## config.mk

```make
export PLATFORM = sky130hd
export DESIGN_NAME = instruction_fetch_unit_flat
export DESIGN_NICKNAME = d
export VERILOG_FILES = /design/src/rtl/instruction_fetch_unit_if.sv /design/src/rtl/instruction_fetch_unit.sv /design/src/flat_wrapper.sv
export SDC_FILE = /design/constraint.sdc
export NUM_CORES = 1
export LEC_CHECK = 0
export BUFFER_PORTS_ARGS = -buffer_cell sky130_fd_sc_hd__clkbuf_2
export CAP_MARGIN = 40
export CORE_MARGIN = 3
export CORE_UTILIZATION = 49
export DETAILED_ROUTE_END_ITERATION = 7
export PLACE_DENSITY_LB_ADDON = 0.1
export SLEW_MARGIN = 0
export SYNTH_ARGS = -nofsm -noshare
export SYNTH_HDL_FRONTEND = slang
export SYNTH_SLANG_ARGS = --single-unit
```

## constraint.sdc

```tcl
create_clock -name clk -period 2.24 [get_ports clk]
set_clock_uncertainty 0.05 [all_clocks]
set_input_delay 0.112 -clock clk [delete_from_list [all_inputs] [get_ports clk]]
set_output_delay 0.112 -clock clk [all_outputs]
set_load 0.02 [all_outputs]
```

## src/rtl/instruction_fetch_unit_if.sv

```systemverilog
// Fetch-stage bus: instruction memory port, hazard/branch controls and IF/ID outputs.
interface instruction_fetch_unit_if #(
  parameter int unsigned ADDR_WIDTH = 6,
  parameter int unsigned DATA_WIDTH = 16
);

  localparam int unsigned CNT_WIDTH = 16;

  logic [ADDR_WIDTH-1:0] read_address;
  logic [DATA_WIDTH-1:0] instruction;
  logic                  stall;
  logic                  branch_taken;
  logic [ADDR_WIDTH-1:0] branch_target;
  logic [DATA_WIDTH-1:0] ifid_instruction;
  logic [ADDR_WIDTH-1:0] ifid_pc;
  logic [ADDR_WIDTH-1:0] ifid_pc_plus1;
  logic                  ifid_valid;
  logic                  halted;
  logic [CNT_WIDTH-1:0]  fetch_count;

  // Fetch unit side
  modport master (
    output read_address,
    input  instruction,
    input  stall,
    input  branch_taken,
    input  branch_target,
    output ifid_instruction,
    output ifid_pc,
    output ifid_pc_plus1,
    output ifid_valid,
    output halted,
    output fetch_count
  );

  // Memory / pipeline / hazard side
  modport slave (
    input  read_address,
    output instruction,
    output stall,
    output branch_taken,
    output branch_target,
    input  ifid_instruction,
    input  ifid_pc,
    input  ifid_pc_plus1,
    input  ifid_valid,
    input  halted,
    input  fetch_count
  );

endinterface

```

## src/rtl/instruction_fetch_unit.sv

```systemverilog
// Fetch stage: owns the PC, reads instruction memory, fills the IF/ID register,
// and handles stall, taken-branch redirect with squash, and HALT.
module instruction_fetch_unit #(
  parameter int unsigned          ADDR_WIDTH  = 6,
  parameter int unsigned          DATA_WIDTH  = 16,
  parameter logic [ADDR_WIDTH-1:0] RESET_PC   = '0,
  parameter logic [DATA_WIDTH-1:0] NOP_INSTR  = '0,
  parameter logic [3:0]           HALT_OPCODE = 4'hF
) (
  input  logic clk,
  input  logic rst,
  instruction_fetch_unit_if.master bus
);

  localparam int unsigned CNT_WIDTH = 16;
  localparam int unsigned OPC_WIDTH = 4;

  logic [ADDR_WIDTH-1:0] pc;
  logic [ADDR_WIDTH-1:0] pc_plus1_c;
  logic                  is_halt_c;
  logic [DATA_WIDTH-1:0] ifid_instruction;
  logic [ADDR_WIDTH-1:0] ifid_pc;
  logic [ADDR_WIDTH-1:0] ifid_pc_plus1;
  logic                  ifid_valid;
  logic                  halted;
  logic [CNT_WIDTH-1:0]  fetch_count;

  // Next sequential address (wraps at the top of memory) and HALT decode
  assign pc_plus1_c = pc + ADDR_WIDTH'(1);
  assign is_halt_c  = (bus.instruction[DATA_WIDTH-1 -: OPC_WIDTH] == HALT_OPCODE);

  // Memory is async-read, so the address is the live PC
  assign bus.read_address     = pc;
  assign bus.ifid_instruction = ifid_instruction;
  assign bus.ifid_pc          = ifid_pc;
  assign bus.ifid_pc_plus1    = ifid_pc_plus1;
  assign bus.ifid_valid       = ifid_valid;
  assign bus.halted           = halted;
  assign bus.fetch_count      = fetch_count;

  // PC and IF/ID update; priority is redirect > halted > stall > fetch
  always_ff @(posedge clk or posedge rst) begin
    if (rst) begin
      pc               <= RESET_PC;
      ifid_instruction <= NOP_INSTR;
      ifid_pc          <= '0;
      ifid_pc_plus1    <= '0;
      ifid_valid       <= 1'b0;
      halted           <= 1'b0;
      fetch_count      <= '0;
    end else if (bus.branch_taken) begin
      // A halt behind a taken branch was speculative, so it is cleared too
      pc               <= bus.branch_target;
      ifid_instruction <= NOP_INSTR;
      ifid_valid       <= 1'b0;
      halted           <= 1'b0;
    end else if (halted) begin
      ifid_instruction <= NOP_INSTR;
      ifid_valid       <= 1'b0;
    end else if (!bus.stall) begin
      ifid_instruction <= bus.instruction;
      ifid_pc          <= pc;
      ifid_pc_plus1    <= pc_plus1_c;
      ifid_valid       <= 1'b1;
      if (fetch_count != {CNT_WIDTH{1'b1}}) begin
        fetch_count <= fetch_count + CNT_WIDTH'(1);
      end
      // The HALT word itself is delivered; the PC parks on it
      if (is_halt_c) begin
        halted <= 1'b1;
      end else begin
        pc <= pc_plus1_c;
      end
    end
  end

endmodule

```

## src/flat_wrapper.sv

```systemverilog
// flat-port wrapper written by rule: the top's interface ports become plain ports
module instruction_fetch_unit_flat 
#(
  parameter int unsigned          ADDR_WIDTH  = 6,
  parameter int unsigned          DATA_WIDTH  = 16,
  parameter logic [ADDR_WIDTH-1:0] RESET_PC   = '0,
  parameter logic [DATA_WIDTH-1:0] NOP_INSTR  = '0,
  parameter logic [3:0]           HALT_OPCODE = 4'hF
)
  (clk, rst, bus_read_address, bus_instruction, bus_stall, bus_branch_taken, bus_branch_target, bus_ifid_instruction, bus_ifid_pc, bus_ifid_pc_plus1, bus_ifid_valid, bus_halted, bus_fetch_count);
  instruction_fetch_unit_if #(.ADDR_WIDTH(ADDR_WIDTH), .DATA_WIDTH(DATA_WIDTH)) bus_i ();
  input  logic clk;
  input  logic rst;
  output wire logic [$bits(bus_i.read_address)-1:0] bus_read_address;
  input wire logic [$bits(bus_i.instruction)-1:0] bus_instruction;
  input wire logic [$bits(bus_i.stall)-1:0] bus_stall;
  input wire logic [$bits(bus_i.branch_taken)-1:0] bus_branch_taken;
  input wire logic [$bits(bus_i.branch_target)-1:0] bus_branch_target;
  output wire logic [$bits(bus_i.ifid_instruction)-1:0] bus_ifid_instruction;
  output wire logic [$bits(bus_i.ifid_pc)-1:0] bus_ifid_pc;
  output wire logic [$bits(bus_i.ifid_pc_plus1)-1:0] bus_ifid_pc_plus1;
  output wire logic [$bits(bus_i.ifid_valid)-1:0] bus_ifid_valid;
  output wire logic [$bits(bus_i.halted)-1:0] bus_halted;
  output wire logic [$bits(bus_i.fetch_count)-1:0] bus_fetch_count;
  assign bus_read_address = bus_i.read_address;
  assign bus_i.instruction = bus_instruction;
  assign bus_i.stall = bus_stall;
  assign bus_i.branch_taken = bus_branch_taken;
  assign bus_i.branch_target = bus_branch_target;
  assign bus_ifid_instruction = bus_i.ifid_instruction;
  assign bus_ifid_pc = bus_i.ifid_pc;
  assign bus_ifid_pc_plus1 = bus_i.ifid_pc_plus1;
  assign bus_ifid_valid = bus_i.ifid_valid;
  assign bus_halted = bus_i.halted;
  assign bus_fetch_count = bus_i.fetch_count;
  instruction_fetch_unit #(.ADDR_WIDTH(ADDR_WIDTH), .DATA_WIDTH(DATA_WIDTH), .RESET_PC(RESET_PC), .NOP_INSTR(NOP_INSTR), .HALT_OPCODE(HALT_OPCODE)) u_core (.clk(clk), .rst(rst), .bus(bus_i));
endmodule
```

Yosys cells after proc, flatten, opt, wreduce, memory -nomap -nowiden

Cells that the tools add are included.

Bits in registers: 52
Output and inout port bits: 52
Logic and storage cells: 35
Bits of input ports: 26

Bitwise gates (word level): 3
Reductions and logical operators: 3
Equal/unequal tests: 6
Muxes and demuxes: 14
$add $sub $neg: 2

Operator list:

| operator                | count |
|---|---|
| $mux W16                | 3 |
| $mux W6                 | 4 |
| $add A16 B1 Y16 const B | 1 |
| $ne A16 B16 Y1 const B  | 1 |
| $mux W1                 | 7 |
| $add A6 B1 Y6 const B   | 1 |
| $reduce_and A3 Y1       | 2 |
| $eq A4 B4 Y1 const B    | 1 |
| $ne A2 B2 Y1 const B    | 2 |
| $reduce_and A4 Y1       | 1 |
| $ne A3 B1 Y1 const B    | 1 |
| $not A1 Y1              | 3 |
| $ne A2 B1 Y1 const B    | 1 |

Depth between registers and ports, before layout

Depth in word-level cells: 5
Mapped depth: 6
Gate-level depth less buffers: 5

Worst setup path after synthesis

No wires, ideal clock.

Path kind: flip-flop to flip-flop
From: register u_core.fetch_count[0], in the netlist u_core.bus.fetch_count[0]
To: register u_core.fetch_count[5], in the netlist u_core.bus.fetch_count[5]
Setup slack: 0.201 ns
Period minus slack after synthesis: 2.039 ns
Stages on the path, launching flop included: 7
Arrival: 1.854 ns
Data required time: 2.055 ns
Cells stage by stage: dfrtp_1 ha_1 nand4_1 nor4_1 clkbuf_1 nor3_1 xor2_1

Word-level cells in the longest chain between the ends: 2
Elaborated cells on any way between the ends: 3
Classes of those cells: add/sub: 1; eq/ne: 1; reduce/logical: 1

RTL lines:

| what                                                                    | RTL line                     | RTL |
|---|---|---|
| start: declaration                                                      | instruction_fetch_unit.sv:26 | `logic [CNT_WIDTH-1:0] fetch_count;` |
| start signal: assignment                                                | instruction_fetch_unit.sv:66 | `fetch_count <= fetch_count + CNT_WIDTH'(1);` |
| parallel branches: the longest is 2 deep, another holds $add A16 B1 Y16 | --                           |  |

Several ways; the timed one is not identified.
A chain may end at the register's enable or synchronous reset.

Worst setup path after layout

From: register u_core.halted, in the netlist u_core.bus.halted
To: register u_core.fetch_count[13], in the netlist u_core.bus.fetch_count[13]

Word-level cells in the longest chain between the ends: 2

RTL lines:

| what                        | RTL line                     | RTL |
|---|---|---|
| start: declaration          | instruction_fetch_unit.sv:25 | `logic halted;` |
| start signal: assignment    | instruction_fetch_unit.sv:49 | `halted <= 1'b0;` |
| start signal: assignment    | instruction_fetch_unit.sv:56 | `halted <= 1'b0;` |
| start signal: assignment    | instruction_fetch_unit.sv:70 | `halted <= 1'b1;` |
| $not A1 Y1 (no line)        | --                           |  |
| $reduce_and A4 Y1 (no line) | --                           |  |

Every way passes these cells.

==> results.toml <==
[timing]
slew_violations = 0
hold_violations = 0
max_freq_mhz = 495.1
rsz0062_at_grt = "false"
tightest_slew_ps = 574.2
min_period_ps = 2020
fin_hold_ws_ps = 6.366
relSlewSlack_pct = 61.67
finalCritPeriodShare_pct = 90.16
tns_ps = 0
setup_viol_count_final = 0

[placement]
place.gp.congestion = 0.8084
port_buffers = 77
hpwl_mm = 3.425

[setup_path]
critPathKind = "reg -> reg"
critPathCaptureType = "flop"
worstPathMaxFanout = 8
reg2reg_from = "u_core.bus.halted$_DFF_PP0_"
setup.worst_path.start_class = "flop"
reg2reg_to = "u_core.bus.fetch_count[13]$_DFFE_PP0P_"
reg2reg_slack_ps = 220
rr_worst_depth = 4
cp.arrival_ps = 2190
required_ps = 2410

[run_status]
status = "finished clean"

[cts]
clock_sinks = 52
clk-insertion-delay-late_ps = 290
cts-root-buf = "clkbuf_8"
clkTransAtPathRegs_ps = 90
post_cts_buffers = 0
cts_htree_levels = 2
ctsHoldBuffers = 22
clock_path_buffers = 2
cts_buffers = 5
tritoncts = "yes"
cts_resized = 0

[yosys]
syn-num-nets = 232
synth.avg_cell_area_um2 = 11.00
syn_area_um2 = 2243
ys_seq_elements = 52
yosysWarnings = 0
synth_cells = 204
yosysUniqueCellTypes = 30
yosysSeqAreaShare_pct = 58.00

[routing]
wl_per_cell_um = 14.48
totalWireLength_mm = 5.168
antenna_left = 0
num_vias = 1898
viasPerCell = 5.317
drc = 0
drtPass1Iterations = 4
drt_iter0_markers = 63

[cells_and_area]
syn_to_final_growth_pct = 34.69
diodes = 0
register_area_um2 = 1301
num-nets-final = 335
n_fill_cell = 322
layout-drive-gt1-share_pct = 32.57
multiInputGateArea_um2 = 905.9
final_util_pct = 71.92

[min_path]
hold_path_class = "in -> reg"
holdPathStages = 2
holdPathEnd = "u_core.bus.ifid_instruction[8]$_DFFE_PP0P_"
hp-start = "bus_instruction[8]"

[power]
ir_drop_mv = 0.4487
internal_power_w = 0.001522
pwr-share-comb_pct = 26.1
p_sw_share_pct = 33.71
p_clk_share_pct = 21.5
switching_power_w = 0.0007736
powerDensity_nw_per_um2 = 759.5
seq_power_share_pct = 52.4
p_leak_nw = 1.564

[global_route]
grt_max_degree = 28
grt_overflow = 0
grt_usage_pct = 21.10
grt_pass1_wl_mm = 8.769
antenna_found_initial = 0
first_global_vias = 1867

[floorplan]
initial_core_util_pct = 53.39
io_pins = 78
coreArea_um2 = 4202
rows = 23
die_w_um = 73.67
die-area_um2 = 5427
die_h_um = 73.67

[flow_run]
cap_violations = 0
[registers in the layout, indices dropped and copies added, names as in the netlist]
name and cells:
u_core.bus.fetch_count 16, u_core.bus.ifid_instruction 16, u_core.bus.ifid_pc 6, u_core.bus.ifid_pc_plus1 6, u_core.bus.read_address 6, u_core.bus.halted 1, u_core.bus.ifid_valid 1
[cell type report]
type | instances | share of cell area, %
Inverter | 3 | 0.3727
Clock inverter | 1 | 0.1656
Tap cell | 50 | 2.070
Sequential cell | 52 | 43.06
Timing Repair Buffer | 105 | 21.95
Clock buffer | 6 | 2.402
Multi-Input combinational cell | 140 | 29.98
[layout by cell type (no fill, tap or decap), types with 2 or more instances in the layout]
master / synthesis / final
clkbuf_2: 0 / 77
dfrtp_1: 52 / 52
nand2_1: 38 / 38
dlygate4sd3_1: 0 / 22
xor2_1: 21 / 21
a22o_1: 16 / 16
o21ai_0: 11 / 11
nand3_1: 9 / 9
nor2_1: 7 / 7
nand4_1: 5 / 5
clkbuf_8: 0 / 5
buf_4: 0 / 5
nor3_1: 5 / 4
nor4_1: 5 / 4
nor3_2: 2 / 3
xnor2_1: 3 / 3
and3_1: 2 / 2
inv_1: 3 / 2
nor3b_2: 1 / 2
ha_1: 2 / 2
[cells in the mapped netlist]
| library cell | instances | area (um2) |
|---|---|---|
| or4_4 | 1 | 11.26 |
| nor3_2 | 2 | 20.02 |
| dfrtp_1 | 52 | 1301 |
| nor4b_1 | 1 | 8.760 |
| ha_1 | 2 | 25.02 |
| o21ai_0 | 11 | 55.05 |
| clkbuf_1 | 8 | 30.03 |
| nand4_1 | 5 | 31.28 |
| and3_1 | 2 | 12.51 |
| and4_1 | 1 | 8.760 |
| xor2_1 | 21 | 183.9 |
| inv_1 | 3 | 11.26 |
| nor3b_2 | 1 | 12.51 |
| mux2i_1 | 1 | 10.01 |
| or3_1 | 1 | 6.260 |
| a22o_1 | 16 | 140.1 |
| nand2_1 | 38 | 142.6 |
| nor2_1 | 7 | 26.28 |
| or4b_4 | 1 | 13.76 |
| mux2_2 | 1 | 11.26 |
| nand3b_1 | 1 | 7.510 |
| and2_1 | 1 | 6.260 |
| a211oi_1 | 1 | 7.510 |
| buf_6 | 1 | 11.26 |
| xnor2_1 | 3 | 26.28 |
| nor3_1 | 5 | 25.02 |
| nor4_1 | 5 | 31.28 |
| nor3b_1 | 2 | 15.01 |
| or2_2 | 1 | 6.260 |
| nand3_1 | 9 | 45.04 |
[cell families (layout without fill, tap and decap cells)]
| kind of cell | count (synthesis) | in the layout | synth area share [%] |
|---|---|---|---|
| AOI/OAI and AO/OA | 28 | 28 | 9.035 |
| xor gates and xnor gates | 24 | 24 | 9.370 |
| adders and majority gates | 2 | 2 | 1.115 |
| buffers and inverters | 12 | 115 | 2.342 |
| DFF | 52 | 52 | 58.00 |
| muxes | 2 | 2 | 0.9481 |
| and+or+nand+nor | 84 | 84 | 19.19 |
[layer usage]
metal / track usage [%] / up-vias / share of wire [%]
li1: - / 908 / -
met1: 27.35 / 914 / 44
met2: 34.84 / 71 / 49
met3: 5.062 / 5 / 6.9
met4: 6.640 / 0 / 0.81
met5: 0 / - / 0
[worst max-delay path: stages, from the launching register on]
cell,delay (ps)
dfrtp_1,480
or4b_4,570
or4_4,480
nor3b_2,230
xor2_1,150
[power groups by stage]
stage	sequential, W	clock, W	combinational, W
2_1_floorplan	0.00136	0	0.000207
3_3_place_gp	0.00121	0	0.000572
3_5_place_dp	0.00122	0	0.000575
4_1_cts	0.00120	0.000507	0.000605
5_1_grt	0.00123	0.000533	0.000664
6_report	0.00120	0.000494	0.000599
[stage by stage]
stage / cells / worst slack, ps / cell area [um2] / power (W)
2_1_floorplan: 204 / 201.4 / 2243 / 0.001567
5_1_grt: 357 / 156.3 / 3022 / 0.002424
6_report: 357 / 220.3 / 3022 / 0.002295
3_3_place_gp: 328 / 322.2 / 2724 / 0.001785
3_5_place_dp: 328 / 240.7 / 2724 / 0.001794
4_1_cts: 357 / 236.8 / 3022 / 0.002314
[how the worst max path moves through the flow]
stage	startpoint	to	slack, ps	cells past startpoint
2_1_floorplan	u_core.bus.fetch_count[0]$_DFFE_PP0P_	u_core.bus.fetch_count[5]$_DFFE_PP0P_	200	6
3_3_place_gp	u_core.bus.halted$_DFF_PP0_	u_core.bus.fetch_count[13]$_DFFE_PP0P_	320	4
3_5_place_dp	u_core.bus.halted$_DFF_PP0_	u_core.bus.fetch_count[13]$_DFFE_PP0P_	240	4
4_1_cts	u_core.bus.halted$_DFF_PP0_	u_core.bus.fetch_count[13]$_DFFE_PP0P_	240	4
5_1_grt	u_core.bus.halted$_DFF_PP0_	u_core.bus.fetch_count[13]$_DFFE_PP0P_	160	4
6_report	u_core.bus.halted$_DFF_PP0_	u_core.bus.fetch_count[13]$_DFFE_PP0P_	220	4
No activity file was read; power rests on OpenSTA's default activity.
